`src/rtl/board_scan_ctrl.sv`:
```
// Board RAM scan controller: fetches one board row per video line into a line register
// and arbitrates the shared RAM port with the game engine. Optional macro: FRAME_LOCK_EN.
module board_scan_ctrl #(
   parameter int COLS       = 20,
   parameter int ROWS       = 10,
   parameter int AW         = 4,
   parameter int CELL_LOG2  = 4,
   parameter int MAT_X0     = 16,
   parameter int MAT_Y0     = 16,
   parameter int FETCH_HCNT = 4
) (
   input  logic            clk,
   input  logic            rst,
   input  logic [11:0]     h_cnt,
   input  logic [11:0]     active_x,
   input  logic [11:0]     active_y,
   output logic            temp_bit,
   input  logic            game_req,
   input  logic            game_we,
   input  logic [AW-1:0]   game_addr,
   input  logic [COLS-1:0] game_wdata,
   output logic            game_gnt,
   output logic            game_rvalid,
   output logic [COLS-1:0] game_rdata,
   output logic            ram_en,
   output logic            ram_we,
   output logic [AW-1:0]   ram_addr,
   output logic [COLS-1:0] ram_wdata,
   input  logic [COLS-1:0] ram_rdata
);
   localparam int          CW     = $clog2(COLS);
   localparam logic [11:0] X0     = 12'(MAT_X0);
   localparam logic [11:0] Y0     = 12'(MAT_Y0);
   localparam logic [11:0] X_END  = 12'(MAT_X0 + (COLS << CELL_LOG2));
   localparam logic [11:0] Y_END  = 12'(MAT_Y0 + (ROWS << CELL_LOG2));
   localparam logic [11:0] TRIG_H = 12'(FETCH_HCNT);
   localparam logic [AW:0] ROWS_W = (AW+1)'(ROWS);

   typedef enum logic [1:0] {IDLE, DISP_RD, DISP_CAP, GAME_CAP} state_t;

   state_t          state_q, state_d;
   logic            fetch_pend_q, fetch_pend_d;
   logic [AW-1:0]   row_q, row_d;
   logic [COLS-1:0] line_q, line_d;
   logic            temp_bit_q, temp_bit_d;
   logic            game_gnt_q, game_gnt_d;
   logic            game_rvalid_q, game_rvalid_d;
   logic            rd_ok_q, rd_ok_d;
   logic            ram_en_q, ram_en_d;
   logic            ram_we_q, ram_we_d;
   logic [AW-1:0]   ram_addr_q, ram_addr_d;
   logic [COLS-1:0] ram_wdata_q, ram_wdata_d;

   logic [11:0]   x_off, y_off;
   logic [CW-1:0] x_col;
   logic [AW-1:0] y_row;
   logic          in_x, in_y, trig, addr_ok, wr_ok, fetch_go, can_grant;

   always_comb begin
      x_off     = active_x - X0;
      y_off     = active_y - Y0;
      x_col     = x_off[CW+CELL_LOG2-1:CELL_LOG2];
      y_row     = y_off[AW+CELL_LOG2-1:CELL_LOG2];
      in_x      = (active_x >= X0) && (active_x < X_END);
      in_y      = (active_y >= Y0) && (active_y < Y_END);
      trig      = (h_cnt == TRIG_H);
      addr_ok   = ({1'b0, game_addr} < ROWS_W);
`ifdef FRAME_LOCK_EN
      // writes only land while the beam is outside the matrix rows
      wr_ok     = !in_y;
`else
      wr_ok     = 1'b1;
`endif
      fetch_go  = fetch_pend_q || (trig && in_y);
      // the previous-cycle gnt guard stops a still-held req from being accepted twice
      can_grant = game_req && !trig && !fetch_pend_q && !game_gnt_q && (!game_we || wr_ok);
   end

   always_comb begin
      state_d       = state_q;
      fetch_pend_d  = fetch_pend_q;
      row_d         = row_q;
      line_d        = line_q;
      game_gnt_d    = 1'b0;
      game_rvalid_d = 1'b0;
      rd_ok_d       = rd_ok_q;
      ram_en_d      = 1'b0;
      ram_we_d      = 1'b0;
      ram_addr_d    = '0;
      ram_wdata_d   = '0;
      temp_bit_d    = in_x ? line_q[x_col] : 1'b0;

      if (trig) begin
         if (in_y) begin
            fetch_pend_d = 1'b1;
            row_d        = y_row;
         end else begin
            line_d = '0;
         end
      end

      case (state_q)
         IDLE: begin
            if (fetch_go) begin
               state_d    = DISP_RD;
               ram_en_d   = 1'b1;
               ram_addr_d = fetch_pend_q ? row_q : y_row;
            end else if (can_grant) begin
               game_gnt_d = 1'b1;
               ram_en_d   = addr_ok;
               ram_addr_d = game_addr;
               if (game_we) begin
                  ram_we_d    = addr_ok;
                  ram_wdata_d = game_wdata;
               end else begin
                  rd_ok_d = addr_ok;
                  state_d = GAME_CAP;
               end
            end
         end
         DISP_RD:  state_d = DISP_CAP;
         DISP_CAP: begin
            line_d       = ram_rdata;
            fetch_pend_d = 1'b0;
            state_d      = IDLE;
         end
         GAME_CAP: begin
            game_rvalid_d = 1'b1;
            state_d       = IDLE;
         end
         default:  state_d = IDLE;
      endcase
   end

   always_ff @(posedge clk or posedge rst) begin
      if (rst) begin
         state_q       <= IDLE;
         fetch_pend_q  <= 1'b0;
         row_q         <= '0;
         line_q        <= '0;
         temp_bit_q    <= 1'b0;
         game_gnt_q    <= 1'b0;
         game_rvalid_q <= 1'b0;
         rd_ok_q       <= 1'b0;
         ram_en_q      <= 1'b0;
         ram_we_q      <= 1'b0;
         ram_addr_q    <= '0;
         ram_wdata_q   <= '0;
      end else begin
         state_q       <= state_d;
         fetch_pend_q  <= fetch_pend_d;
         row_q         <= row_d;
         line_q        <= line_d;
         temp_bit_q    <= temp_bit_d;
         game_gnt_q    <= game_gnt_d;
         game_rvalid_q <= game_rvalid_d;
         rd_ok_q       <= rd_ok_d;
         ram_en_q      <= ram_en_d;
         ram_we_q      <= ram_we_d;
         ram_addr_q    <= ram_addr_d;
         ram_wdata_q   <= ram_wdata_d;
      end
   end

   // read data comes straight off the RAM in the rvalid cycle; out-of-range rows read as zero
   assign game_rdata  = (game_rvalid_q && rd_ok_q) ? ram_rdata : '0;
   assign temp_bit    = temp_bit_q;
   assign game_gnt    = game_gnt_q;
   assign game_rvalid = game_rvalid_q;
   assign ram_en      = ram_en_q;
   assign ram_we      = ram_we_q;
   assign ram_addr    = ram_addr_q;
   assign ram_wdata   = ram_wdata_q;
endmodule

```
`config.mk`:
```
export PLATFORM = sky130hd
export DESIGN_NAME = board_scan_ctrl
export DESIGN_NICKNAME = d
export VERILOG_FILES = /design/src/rtl/board_scan_ctrl.sv
export SDC_FILE = /design/constraint.sdc
export NUM_CORES = 1
export LEC_CHECK = 0
export BUFFER_PORTS_ARGS = -buffer_cell sky130_fd_sc_hd__buf_4
export CAP_MARGIN = 40
export CORE_MARGIN = 4
export CORE_UTILIZATION = 49
export CTS_BUF_LIST = sky130_fd_sc_hd__clkbuf_4 sky130_fd_sc_hd__clkbuf_8 sky130_fd_sc_hd__clkbuf_16
export CTS_CLUSTER_DIAMETER = 100
export DETAILED_ROUTE_END_ITERATION = 8
export PLACE_DENSITY_LB_ADDON = 0.1
export SLEW_MARGIN = 20
export SYNTH_ARGS = -nofsm -noshare
export SYNTH_HDL_FRONTEND = slang
export SYNTH_SLANG_ARGS = --single-unit
```
`constraint.sdc`:
```
create_clock -name clk -period 4.3 [get_ports clk]
set_input_delay 0 -clock clk [delete_from_list [all_inputs] [get_ports clk]]
set_output_delay 0 -clock clk [all_outputs]
set_load 0.01 [all_outputs]
```
======== Word-level counts from Yosys, hierarchy flattened ========
Cells that the tools add are included.
storage, ports and cells
  latch bits .............................. 0
  ROM bits ................................ 0
  output and inout bits ................... 49
  register bits ........................... 57
  memories kept ........................... 0
  input port bits ......................... 84
  word-level logic and storage cells ...... 82
  bits in writable memories ............... 0
operators by class
  magnitude comparators ................... 6
  $mul .................................... 0
  $add $sub $neg .......................... 2
  equal/unequal tests ..................... 7
  divide/modulo/power cells ............... 0
  reductions and logical operators ........ 20
  shift-type cells ........................ 0
  mux-type cells .......................... 33
  bitwise logic cells ..................... 2
operator list
  kind                 number
  $mux 20              8
  $ge 12x5->1 const B  2
  $mux 1               16
  $mux 4               4
  $eq 12x3->1 const B  1
  $lt 12x8->1 const B  1
  $lt 12x9->1 const B  1
  $sub 9x5->9 const B  1
  $reduce_and 2->1     4
  $sub 8x5->8 const B  1
  $logic_and 1x1->1    7
  $lt 5x6->1 const B   1
  $mux 2               3
  $ne 3x3->1 const B   2
  $pmux 2 s3           1
  $bmux 1 s5           1
  $eq 2x2->1 const B   2
  $lt 4x4->1 const B   1
  $reduce_and 4->1     1
  $reduce_bool 2->1    2
  $logic_not 1->1      3
  $eq 2x1->1 const B   1
  $logic_not 2->1      1
  $ne 2x1->1 const B   1
  other kinds (3)      4

======== Longest topological paths before layout ========
Gate-level depths: netlist of run 1.
  depth after elaboration ................. 8
  gate-level depth with buffers ........... 8
  mapped depth without buffers ............ 7

======== Worst setup path before layout of run 1 ========
No wires, ideal clock.
  kind .................................... input-to-reg
  start point ............................. input port active_x[4]
  end point ............................... register temp_bit_q, in the netlist temp_bit
  setup time .............................. 140 ps
  required time ........................... 4160 ps
  cell stages on the path ................. 7
  buffers on the path ..................... 1
  data arrival time ....................... 1463 ps
  path slack .............................. 2698 ps
  cells stage by stage .................... buf_2 -> inv_1 -> ha_1 -> mux4_2 -> nor2b_1 -> a2111oi_0 -> a311oi_1
between the ends
  longest elaborated chain between the ends .. 4
  elaborated cells between the ends (all ways) .. 7
  those cells by class .................... 1 x add/sub; 2 x order compare; 3 x mux; 1 x reduce/logical
RTL lines
  what                          line  RTL
  from (decl)                   15    input logic [11:0] active_x,
  $sub 9x5->9                   60    x_off = active_x - X0;
  $bmux 1 s5                    91    temp_bit_d = in_x ? line_q[x_col] : 1'b0;
  $mux 1 (not written as such)  91
  $mux 1 *                      91
  via temp_bit_d                45    logic temp_bit_q, temp_bit_d;
  to (signal assigned)          154   temp_bit_q <= temp_bit_d;
  to (decl)                     45
The timed path passes the listed nets; every way through them passes the cells marked *. The select of a mux whose other input is x is not followed.
A chain may end at the register's enable or synchronous reset.

======== Worst setup path after layout of run 1 ========
  start point ............................. input port active_y[4]
  end point ............................... register line_q[13]
between the ends
  longest elaborated chain between the ends .. 4
  elaborated cells between the ends (all ways) .. 5
  those cells by class .................... 2 x order compare; 1 x eq/ne; 2 x reduce/logical
RTL lines
  what                                               line  RTL
  from (decl)                                        16    input logic [11:0] active_y,
  $ge 12x5->1 / $lt 12x8->1 (equally long branches)  65    in_y = (active_y >= Y0) && (active_y < Y_END);
  $logic_and 1x1->1 *                                65
  $ne 2x1->1 (no line) *                             -
  $reduce_and 2->1 (no line) *                       -
  to (signal assigned)                               153   line_q <= line_d;
  to (decl)                                          44    logic [COLS-1:0] line_q, line_d;
Every way passes the cells marked *; elsewhere a longest branch is shown, timed or not.

==> load_flow_metrics.sql, run 1 <==
INSERT INTO impl_metrics (metric_group, metric, value, unit) VALUES
('run_status', 'status', 'complete, no violations', ''),
('final_layout', 'post_route_standard_cell_area_excluding_fillers', '4460', 'µm²'),
('synth', 'yosys.cell_types.count', '38', ''),
('cts', 'cts.sink_count', '57', ''),
('cts', 'tritoncts', 'done', ''),
('sta', 'fmaxAchievable', '499', 'MHz'),
('synth', 'synth_area_leader_cell', 'dfrtp_1', ''),
('route', 'dr.pass1.iters', '5', ''),
('sta', 'fin_crit_share', '0.466', ''),
('synth', 'synth.avg_cell_area', '10.1', 'µm²'),
('route', 'drt_wl_total', '8370', 'µm'),
('critical_path', 'start_kind', 'input pin', ''),
('die', 'num_io_pins', '133', ''),
('critical_path', 'reg2reg_to', 'ram_addr[3]$_DFF_PP0_', ''),
('synth', 'post_synthesis_cell_count', '265', ''),
('global_routing', 'groute.usage.overall', '0.269', ''),
('place', 'gp_congestion', '0.838', ''),
('global_routing', 'antenna_violations_before_repair', '0', ''),
('route', 'vias', '2673', ''),
('route', 'final_antenna_net_count', '0', ''),
('cts', 'root_buffer', 'clkbuf_8', ''),
('cts', 'cts_buffer_depth', '2', ''),
('sta', 'report.final.hold_viol_count', '0', ''),
('pwr', 'powerDensity', '372', 'nW/µm²'),
('route', 'vias_per_cell', '5.16', ''),
('sta', 'slew_headroom', '0.534', ''),
('place', 'placed_area', '3720', 'µm²'),
('final_layout', 'layout.cells.non_filler', '518', ''),
('route', 'detail_route.wl_per_cell', '16.2', 'µm'),
('sta', 'setup_violations_final', '0', ''),
('critical_path', 'worst_ep_required_time', '4.48', 'ns'),
('hold_path', 'timing.hold.worst_path_depth', '3', ''),
('cts', 'cts.repair.resized', '0', ''),
('sta', 'fin_worst_skew', '0.00736', 'ns'),
('critical_path', 'cp.arrival', '2.18', 'ns'),
('global_routing', 'grt_remaining_overflow', '0', ''),
('job', 'cap_viol_max_count', '0', ''),
('cts', 'cts_buffers', '9', ''),
('final_layout', 'layout.nets', '533', ''),
('final_layout', 'multiInputGateArea', '1170', 'µm²'),
('critical_path', 'timing.reg2reg.worst_path_depth', '5', ''),
('synth', 'synth_area_leaders', 'dfrtp_1 53%, nand2_1 6.7%, and2_1 5.4%', ''),
('die', 'coreArea', '5200', 'µm²'),
('synth', 'proportion_of_synthesized_chip_area_in_sequential_cells', '0.531', ''),
('critical_path', 'worstReg2RegStart', 'fetch_pend_q$_DFFE_PP0P_', ''),
('pwr', 'power.static_leakage', '2.28', 'nW'),
('final_layout', 'layout.filler_cells', '292', ''),
('die', 'dieWidth', '82.0', 'µm'),
('global_routing', 'grt_pass1_wl', '13200', 'µm'),
('critical_path', 'worst-setup-path-type', 'in2reg', ''),
('critical_path', 'critical_path.slowest_cell', 'dlygate4sd3_1', ''),
('final_layout', 'antenna_cells_inserted', '0', ''),
('cts', 'worst_skew_pair.late_latency', '0.34', 'ns'),
('global_routing', 'via_count_of_the_first_global_routing_pass', '2767', ''),
('critical_path', 'critical_path.cell_chain', 'dlygate4sd3_1 > buf_4 > inv_1 > ha_1 > inv_1 > o31a_2 > o21ai_0 > and2_1 > o21ai_0', ''),
('die', 'effective_utilization_at_floorplan', '0.516', ''),
('cts', 'ctsHtreeMaxLevel', '3', ''),
('synth', 'syn_warnings', '0', ''),
('hold_path', 'worst_min_delay_path_class', 'in2reg', ''),
('place', 'post-place-cells', '454', ''),
('die', 'row_count', '26', ''),
('synth', 'synth.cell_area', '2690', 'µm²'),
('synth', 'synth_top_area_share', '0.531', ''),
('critical_path', 'worst-path-max-fanout', '20', ''),
('hold_path', 'hp-start', 'active_y[6]', ''),
('final_layout', 'share_of_layout_cells_above_drive_strength_1', '0.366', ''),
('sta', 'final_period_minus_worst_setup_slack', '2.00', 'ns'),
('synth', 'yosys_register_bits', '57', ''),
('critical_path', 'worstSetupEndpointType', 'flip-flop', ''),
('cts', 'clock_pin_transition_on_the_worst_setup_and_hold_timing_paths', '0.07', 'ns'),
('hold_path', 'hold-path-endpoint', 'row_q[2]$_DFFE_PP0P_', '');
[placed cells by master (no fill, tap or decap), types with 2 or more instances in the layout]
cell / count
a21oi_1: 6
dfrtp_1: 57
or3_1: 3
dlygate4sd3_1: 49
o21ai_0: 28
mux4_2: 5
inv_1: 6
clkbuf_8: 10
buf_4: 135
a22oi_1: 4
bufinv_16: 3
nand2b_1: 2
nand3b_1: 2
nor2b_1: 4
and2_1: 23
ha_1: 5
xnor2_1: 4
nor3_1: 4
nor2_1: 4
nor4_1: 4
and3_1: 21
nand2_1: 48
[state kept, by name (all words and copies together), names as in the netlist]
name and flops:
ram_addr 4, game_rvalid 1, ram_en 1, fetch_pend_q 1, game_gnt 1, ram_wdata 20
line_q 20, rd_ok_q 1, temp_bit 1, state_q 2, ram_we 1, row_q 4
[critical path: cells and delay by family]
kind                       cells  cell delay (ns)
buffers and inverters          4             0.81
adders and majority gates      1             0.18
AOI/OAI and AO/OA              3             0.66
and+or+nand+nor                1             0.53
[report_power, final]
| group | total [mW] | internal, mW | leakage [nW] | switching [mW] |
|---|---|---|---|---|
| sequential | 0.700 | 0.628 | 0.750 | 0.0720 |
| clock | 0.616 | 0.397 | 0.122 | 0.218 |
| combinational | 0.343 | 0.192 | 1.40 | 0.151 |
| total | 1.66 | 1.22 | 2.28 | 0.441 |
[worst max-delay path by stage]
stage	startpoint	to	slack (ns)	depth (start not counted)
after global routing	fetch_pend_q$_DFFE_PP0P_	ram_addr[3]$_DFF_PP0_	2.15	5
after detailed placement	fetch_pend_q$_DFFE_PP0P_	ram_addr[3]$_DFF_PP0_	2.41	5
after CTS	active_y[4]	line_q[1]$_DFFE_PP0P_	2.34	9
final	active_y[4]	line_q[13]$_DFFE_PP0P_	2.30	9
after global placement	fetch_pend_q$_DFFE_PP0P_	ram_addr[3]$_DFF_PP0_	2.49	5
after floorplan	active_x[4]	temp_bit$_DFF_PP0_	2.70	7
[layer usage]
metal	global-route usage	share of wire	vias to the layer above
li1	-	-	1262
met5	0	0	-
met2	0.491	0.55	113
met1	0.278	0.35	1282
met3	0.0932	0.076	16
met4	0.110	0.021	0
[logic make-up (layout without fill, tap and decap cells)]
family                     count (synthesis)  count (layout)  share of synthesized area
DFF                                       57              57                      0.531
buffers and inverters                     23             206                     0.0354
muxes                                      6               6                     0.0461
AOI/OAI and AO/OA                         45              45                     0.0979
xor gates and xnor gates                   5               5                     0.0163
adders and majority gates                  5               5                     0.0233
and+or+nand+nor                          124             124                      0.250
[stage by stage]
stage                      util  total power [mW]  setup WS, ns  hold slack (ns)
after floorplan               -             0.854          2.70            0.107
after global placement    0.715             0.993          2.49            0.208
after detailed placement  0.715              1.01          2.41            0.213
after CTS                 0.856              1.66          2.34           0.0131
after global routing      0.856              1.74          2.15           0.0342
final                     0.856              1.66          2.30           0.0293
[layout make-up]
class	count	share of cell area
tap	70	0.0197
timing repair buffer	184	0.338
sequential	57	0.320
clock buffer	10	0.0309
inverter	7	0.00590
multi-input combinational	185	0.263
clock inverter	5	0.0233
[synthesized netlist by cell type]
| cell type | number |
|---|---|
| and3_1 | 21 |
| a2111oi_0 | 1 |
| ha_1 | 5 |
| o21ai_0 | 28 |
| dfrtp_1 | 57 |
| mux4_2 | 5 |
| or3_1 | 3 |
| nor3b_1 | 1 |
| nand2_1 | 48 |
| nand3_1 | 1 |
| nand3b_1 | 2 |
| nand4_1 | 1 |
| or2_2 | 1 |
| and2_1 | 23 |
| a21o_1 | 1 |
| buf_2 | 1 |
| nor2b_1 | 4 |
| nor2_1 | 4 |
| nor4b_1 | 1 |
| o31a_1 | 1 |
| clkbuf_1 | 14 |
| or4b_4 | 1 |
| xnor2_1 | 4 |
| a311oi_1 | 1 |
| mux2_2 | 1 |
| a22oi_1 | 4 |
| or3b_2 | 1 |
| nor4_1 | 5 |
| nor3_1 | 4 |
| xor2_1 | 1 |
| o211ai_2 | 1 |
| a31oi_1 | 1 |
| inv_1 | 7 |
| nor4_4 | 1 |
| buf_6 | 1 |
| nand2b_1 | 2 |
| a21oi_1 | 6 |
| o31a_2 | 1 |
[what timing repair did]
item | CTS | global route
setup endpoints to repair | 0 | 0
buffers inserted | 0 | 0
endpoints found under the hold margin | 103 | 0
hold buffers | 49 | 0
(Power assumes the default switching activity.)
==> inputs of run 2 (changes only) <==
--- a/config.mk
+++ b/config.mk
@@ -8,7 +8,7 @@
 export BUFFER_PORTS_ARGS = -buffer_cell sky130_fd_sc_hd__buf_4
 export CAP_MARGIN = 40
 export CORE_MARGIN = 4
-export CORE_UTILIZATION = 49
+export CORE_UTILIZATION = 41
 export CTS_BUF_LIST = sky130_fd_sc_hd__clkbuf_4 sky130_fd_sc_hd__clkbuf_8 sky130_fd_sc_hd__clkbuf_16
 export CTS_CLUSTER_DIAMETER = 100
 export DETAILED_ROUTE_END_ITERATION = 8
==> constraint.sdc (replaced) <==
create_clock -name clk -period 1.8 [get_ports clk]
set_input_delay 0 -clock clk [delete_from_list [all_inputs] [get_ports clk]]
set_output_delay 0 -clock clk [all_outputs]
set_load 0.01 [all_outputs]
==> load_flow_metrics.sql, run 2 (synthesis results as in run 1) <==
INSERT INTO impl_metrics (metric_group, metric, value, unit) VALUES
('final_layout', 'layout.filler_cells', '506', ''),
('global_routing', 'largest_net_degree_at_the_start_of_global_routing', '24', ''),
('final_layout', 'layout_commonest_cell', 'buf_4', ''),
('die', 'dieWidth', '88.9', 'µm'),
('die', 'effective_utilization_at_floorplan', '0.423', ''),
('sta', 'fin_worst_skew', '0.00956', 'ns'),
('sta', 'final_max_slew_viol_count', '0', ''),
('final_layout', 'layout.nets', '541', ''),
('global_routing', 'grt_pass1_wl', '12800', 'µm'),
('final_layout', 'post_route_standard_cell_area_excluding_fillers', '4490', 'µm²'),
('sta', 'report.final.hold_viol_count', '0', ''),
('route', 'drt_wl_total', '7940', 'µm'),
('die', 'die_h', '88.9', 'µm'),
('run_status', 'status', 'complete, no violations', ''),
('critical_path', 'worstSetupEndpointType', 'flip-flop', ''),
('cts', 'root_buffer', 'clkbuf_8', ''),
('critical_path', 'timing.reg2reg.worst_path_depth', '4', ''),
('sta', 'grt_setup_unrepaired', 'no', ''),
('route', 'vias', '2619', ''),
('route', 'dr.pass1.iters', '4', ''),
('job', 'cap_viol_max_count', '0', ''),
('sta', 'fin_crit_share', '0.894', ''),
('final_layout', 'multiInputGateArea', '1170', 'µm²'),
('cts', 'worst_skew_pair.late_latency', '0.34', 'ns'),
('hold_path', 'hp-start', 'active_x[7]', ''),
('critical_path', 'start_kind', 'flip-flop', ''),
('critical_path', 'cp-startpoint', 'line_q[13]$_DFFE_PP0P_', ''),
('cts', 'cts_buffer_depth', '2', ''),
('place', 'gp_congestion', '0.820', ''),
('cts', 'ctsHtreeMaxLevel', '3', ''),
('sta', 'setup_violations_final', '0', ''),
('die', 'num_io_pins', '133', ''),
('route', 'vias_per_cell', '4.90', ''),
('pwr', 'ir_drop', '0.611', 'mV'),
('cts', 'cts.sink_count', '57', ''),
('final_layout', 'antenna_cells_inserted', '0', ''),
('final_layout', 'seqCellArea', '1430', 'µm²'),
('die', 'die_area', '7910', 'µm²'),
('cts', 'clock_pin_transition_on_the_worst_setup_and_hold_timing_paths', '0.06', 'ns'),
('hold_path', 'timing.hold.worst_path_depth', '4', ''),
('critical_path', 'worstReg2RegStart', 'line_q[13]$_DFFE_PP0P_', ''),
('critical_path', 'worst-path-max-fanout', '2', ''),
('place', 'estimated_wirelength_of_the_detail_placed_design', '5510', 'µm'),
('critical_path', 'cp.arrival', '1.81', 'ns'),
('sta', 'slew_headroom', '0.522', ''),
('critical_path', 'worst-setup-path-type', 'reg2reg', ''),
('place', 'port_buffers', '132', ''),
('global_routing', 'groute.usage.overall', '0.215', ''),
('final_layout', 'final_cell_mix', '142 x buf_4, 57 x dfrtp_1, 50 x dlygate4sd3_1', ''),
('critical_path', 'worst_ep_required_time', '2.00', 'ns'),
('pwr', 'powerDensity', '819', 'nW/µm²'),
('sta', 'fmaxAchievable', '622', 'MHz'),
('pwr', 'power.static_leakage', '2.29', 'nW'),
('critical_path', 'reg2reg_to', 'temp_bit$_DFF_PP0_', ''),
('global_routing', 'via_count_of_the_first_global_routing_pass', '2828', ''),
('global_routing', 'grt_remaining_overflow', '0', ''),
('sta', 'worst-slew-pin-transition', '0.716', 'ns'),
('sta', 'final_period_minus_worst_setup_slack', '1.61', 'ns'),
('critical_path', 'ff2ff_setup_slack', '0.19', 'ns'),
('hold_path', 'hold-path-endpoint', 'temp_bit$_DFF_PP0_', ''),
('cts', 'cts_buffers', '9', ''),
('die', 'coreArea', '6350', 'µm²'),
('route', 'final_antenna_net_count', '0', ''),
('die', 'row_count', '29', ''),
('global_routing', 'antenna_violations_before_repair', '0', ''),
('final_layout', 'share_of_layout_cells_above_drive_strength_1', '0.376', ''),
('route', 'remaining_drc_errors', '0', ''),
('route', 'detail_route.wl_per_cell', '14.9', 'µm'),
('final_layout', 'area_growth_syn_to_layout', '67.1', '%'),
('cts', 'tritoncts', 'done', ''),
('hold_path', 'worst_min_delay_path_class', 'in2reg', ''),
('route', 'dr.first_iter.drc_count', '111', ''),
('place', 'placed_area', '3780', 'µm²'),
('final_layout', 'post-route-util', '0.707', '');
run 2: worst max-delay path, stage by stage (launching register included):
cell	delay (ns)
dfrtp_1	0.38
mux4_2	0.46
nor2b_1	0.14
a2111oi_1	0.39
a311oi_1	0.10
run 2: what timing repair did:
item | 4_1_cts | 5_1_grt
endpoints found under the setup margin | 0 | 1
buffers inserted | 0 | 0
resized for setup | 0 | 1
hold endpoints to repair | 68 | 0
hold buffers | 50 | 0
run 2: stage by stage:
stage | hold slack [ns] | worst slack, ns | setup TNS [ns] | power [mW] | instances
finish | 0.0214 | 0.191 | 0 | 3.67 | 534
global route | 0.0395 | 0.0324 | 0 | 3.90 | 534
CTS | 0.00480 | 0.190 | 0 | 3.72 | 534
detailed placement | 0.0684 | -0.0166 | -0.0222 | 2.42 | 468
global placement | 0.0478 | 0.0306 | 0 | 2.38 | 468
floorplan | 0.107 | 0.198 | 0 | 2.04 | 265
run 2: final cells by class:
type                       instances  share of cell area
sequential                        57               0.318
clock inverter                     5              0.0123
multi-input combinational        185               0.261
clock buffer                      11              0.0323
tap                               77              0.0215
inverter                           7             0.00586
timing repair buffer             192               0.349
run 2: routing by layer:
layer | vias to the layer above | track usage | share of wire
met4 | 0 | 0.0604 | 0.012
met2 | 105 | 0.389 | 0.53
met5 | - | 0 | 0
met3 | 10 | 0.0737 | 0.085
li1 | 1281 | - | -
met1 | 1223 | 0.238 | 0.38
run 2: how the worst max path moves through the flow:
stage	endpoint	slack, ns	cells after the start
after floorplan	temp_bit$_DFF_PP0_	0.20	7
after global placement	ram_addr[2]$_DFF_PP0_	0.03	8
after detailed placement	ram_addr[2]$_DFF_PP0_	-0.02	8
after CTS	rd_ok_q$_DFFE_PP0P_	0.19	4
after global routing	temp_bit$_DFF_PP0_	0.03	4
final	temp_bit$_DFF_PP0_	0.19	4
run 2: where the power goes:
group	internal [mW]	total [mW]	switching (mW)
combinational	0.471	0.823	0.352
sequential	1.50	1.65	0.151
clock	0.687	1.20	0.513
total	2.66	3.67	1.02
==> inputs of run 3 (changes only) <==
--- a/config.mk
+++ b/config.mk
@@ -7,12 +7,15 @@
 export LEC_CHECK = 0
 export BUFFER_PORTS_ARGS = -buffer_cell sky130_fd_sc_hd__buf_4
 export CAP_MARGIN = 40
+export CELL_PAD_IN_SITES_DETAIL_PLACEMENT = 1
+export CELL_PAD_IN_SITES_GLOBAL_PLACEMENT = 2
 export CORE_MARGIN = 4
-export CORE_UTILIZATION = 41
+export CORE_UTILIZATION = 24
 export CTS_BUF_LIST = sky130_fd_sc_hd__clkbuf_4 sky130_fd_sc_hd__clkbuf_8 sky130_fd_sc_hd__clkbuf_16
 export CTS_CLUSTER_DIAMETER = 100
 export DETAILED_ROUTE_END_ITERATION = 8
 export PLACE_DENSITY_LB_ADDON = 0.1
+export REMOVE_ABC_BUFFERS = 1
 export SLEW_MARGIN = 20
 export SYNTH_ARGS = -nofsm -noshare
 export SYNTH_HDL_FRONTEND = slang
==> load_flow_metrics.sql, run 3 (synthesis results as in run 1) <==
INSERT INTO impl_metrics (metric_group, metric, value, unit) VALUES
('final_layout', 'final_cell_mix', '144 x buf_4, 57 x dfrtp_1, 49 x dlygate4sd3_1', ''),
('final_layout', 'area_growth_syn_to_layout', '72.0', '%'),
('run_status', 'status', 'complete, no violations', ''),
('hold_path', 'worst_min_delay_path_class', 'in2reg', ''),
('route', 'dr.pass1.iters', '4', ''),
('cts', 'tritoncts', 'done', ''),
('cts', 'root_buffer', 'clkbuf_8', ''),
('die', 'effective_utilization_at_floorplan', '0.247', ''),
('critical_path', 'worst-path-max-fanout', '3', ''),
('sta', 'finalSetupTns', '0', 'ns'),
('global_routing', 'via_count_of_the_first_global_routing_pass', '3039', ''),
('sta', 'report.final.hold_viol_count', '0', ''),
('sta', 'fmaxAchievable', '622', 'MHz'),
('hold_path', 'hp-start', 'active_y[7]', ''),
('sta', 'fin_crit_share', '0.894', ''),
('final_layout', 'layout.nets', '543', ''),
('global_routing', 'groute.layer.met1.usage', '0.170', ''),
('critical_path', 'worst_ep_required_time', '2.02', 'ns'),
('sta', 'setup_violations_final', '0', ''),
('cts', 'worst_skew_pair.late_latency', '0.33', 'ns'),
('final_layout', 'layout_commonest_cell', 'buf_4', ''),
('global_routing', 'grt_pass1_wl', '14900', 'µm'),
('critical_path', 'ff2ff_setup_slack', '0.19', 'ns'),
('critical_path', 'reg2reg_to', 'rd_ok_q$_DFFE_PP0P_', ''),
('route', 'vias', '2649', ''),
('die', 'dieWidth', '114', 'µm'),
('sta', 'fin_worst_skew', '0.00898', 'ns'),
('global_routing', 'use_met3', '0.0610', ''),
('global_routing', 'largest_net_degree_at_the_start_of_global_routing', '30', ''),
('route', 'remaining_drc_errors', '0', ''),
('cts', 'clock_pin_transition_on_the_worst_setup_and_hold_timing_paths', '0.06', 'ns'),
('route', 'dr.first_iter.drc_count', '72', ''),
('job', 'cap_viol_max_count', '0', ''),
('hold_path', 'timing.hold.worst_path_depth', '3', ''),
('cts', 'post-cts-setup-buffers', '0', ''),
('final_layout', 'antenna_cells_inserted', '0', ''),
('critical_path', 'crit_buf_inv', '0', ''),
('global_routing', 'grtUsageMet2', '0.245', ''),
('place', 'gp_congestion', '0.719', ''),
('critical_path', 'critical_path.slowest_cell', 'or3b_2', ''),
('pwr', 'power.static_leakage', '2.32', 'nW'),
('place', 'port_buffers', '132', ''),
('sta', 'final_period_minus_worst_setup_slack', '1.61', 'ns'),
('route', 'vias_per_cell', '4.43', ''),
('cts', 'cts_buffers', '9', ''),
('die', 'coreArea', '10900', 'µm²'),
('final_layout', 'post_route_standard_cell_area_excluding_fillers', '4620', 'µm²'),
('die', 'die_area', '12900', 'µm²'),
('critical_path', 'critical_path.cell_chain', 'or3b_2 > nor3_1 > nand2_1 > mux2_2', ''),
('critical_path', 'worstReg2RegStart', 'fetch_pend_q$_DFFE_PP0P_', ''),
('cts', 'cts_buffer_depth', '2', ''),
('die', 'die_h', '114', 'µm'),
('pwr', 'powerDensity', '838', 'nW/µm²'),
('route', 'final_antenna_net_count', '0', ''),
('critical_path', 'critical-path-max-stage-delay', '0.51', 'ns'),
('global_routing', 'groute.usage.overall', '0.145', ''),
('critical_path', 'timing.reg2reg.worst_path_depth', '4', ''),
('global_routing', 'grt_remaining_overflow', '0', ''),
('critical_path', 'cp.arrival', '1.82', 'ns'),
('sta', 'final_max_slew_viol_count', '0', ''),
('die', 'num_io_pins', '133', ''),
('sta', 'slew_headroom', '0.537', ''),
('global_routing', 'grt_busiest_layer', 'met2', ''),
('global_routing', 'antenna_violations_before_repair', '0', ''),
('final_layout', 'share_of_layout_cells_above_drive_strength_1', '0.382', ''),
('pwr', 'ir_drop', '0.312', 'mV'),
('final_layout', 'post-route-util', '0.424', ''),
('route', 'drt_wl_total', '8950', 'µm'),
('die', 'row_count', '38', ''),
('critical_path', 'worst-setup-path-type', 'reg2reg', ''),
('sta', 'fin_worst_hold_slack', '0.0318', 'ns'),
('critical_path', 'start_kind', 'flip-flop', ''),
('route', 'detail_route.wl_per_cell', '15.0', 'µm'),
('sta', 'grt_setup_unrepaired', 'no', ''),
('cts', 'cts_hold_bufs', '49', ''),
('sta', 'worst-slew-pin-transition', '0.694', 'ns'),
('cts', 'cts.sink_count', '57', ''),
('place', 'estimated_wirelength_of_the_detail_placed_design', '6610', 'µm'),
('hold_path', 'hold-path-endpoint', 'row_q[3]$_DFFE_PP0P_', ''),
('critical_path', 'cpLargestDelayFamily', 'simple AND/OR/NAND/NOR gates', ''),
('cts', 'cts.repair.resized', '0', ''),
('critical_path', 'worstSetupEndpointType', 'flip-flop', ''),
('cts', 'ctsHtreeMaxLevel', '3', ''),
('place', 'placed_area', '3900', 'µm²');
[run 3: cell types whose count changed in the layout (fill, tap and decap cells not counted), sizes merged]
cell / change
clkinvlp: -1
buf: +3
bufinv: +1
dlygate4sd3: -1
clkinv: -1
[run 3: where the power goes]
part	internal [mW]	leakage, nW	switching [mW]	total, mW
logic	0.482	1.46	0.367	0.849
registers	1.50	0.750	0.155	1.66
clock network	0.850	0.112	0.517	1.37
total	2.83	2.32	1.04	3.87
[run 3: stage by stage]
| step | setup WS, ns | power (mW) | instances |
|---|---|---|---|
| 2_1_floorplan | -0.434 | 2.02 | 249 |
| 3_3_place_gp | -0.0182 | 2.43 | 534 |
| 3_5_place_dp | -0.128 | 2.47 | 534 |
| 4_1_cts | 0.138 | 3.96 | 598 |
| 5_1_grt | 0.0685 | 4.11 | 598 |
| 6_report | 0.191 | 3.87 | 598 |
[run 3: worst max-delay path by stage]
stage,startpoint,end,depth (start not counted)
finish,fetch_pend_q$_DFFE_PP0P_,rd_ok_q$_DFFE_PP0P_,4
global route,fetch_pend_q$_DFFE_PP0P_,rd_ok_q$_DFFE_PP0P_,4
CTS,fetch_pend_q$_DFFE_PP0P_,rd_ok_q$_DFFE_PP0P_,4
detailed placement,active_y[5],line_q[6]$_DFFE_PP0P_,8
global placement,h_cnt[1],line_q[14]$_DFFE_PP0P_,5
floorplan,fetch_pend_q$_DFFE_PP0P_,ram_wdata[0]$_DFF_PP0_,3
[run 3: worst min-delay path: cells and delay by family]
family / cells / cell delay, ns
xor gates and xnor gates: 1 / 0.14
buffers and inverters: 1 / 0.10
AOI/OAI and AO/OA: 1 / 0.07
[run 3: final cells by class]
cell class	count	area (µm²)
multi-input combinational	185	1170
fill	1257	6270
tap	140	175
clock inverter	4	76.3
clock buffer	11	151
timing repair buffer	194	1590
inverter	7	26.3
sequential	57	1430
[run 3: routing by layer]
metal  vias to the layer above  routed length [µm]  share of wire
li1                       1285                   -              -
met1                      1262                3730           0.42
met2                        92                4290           0.48
met3                        10                 813          0.091
met4                         0                 109          0.012
met5                         -                   0              0
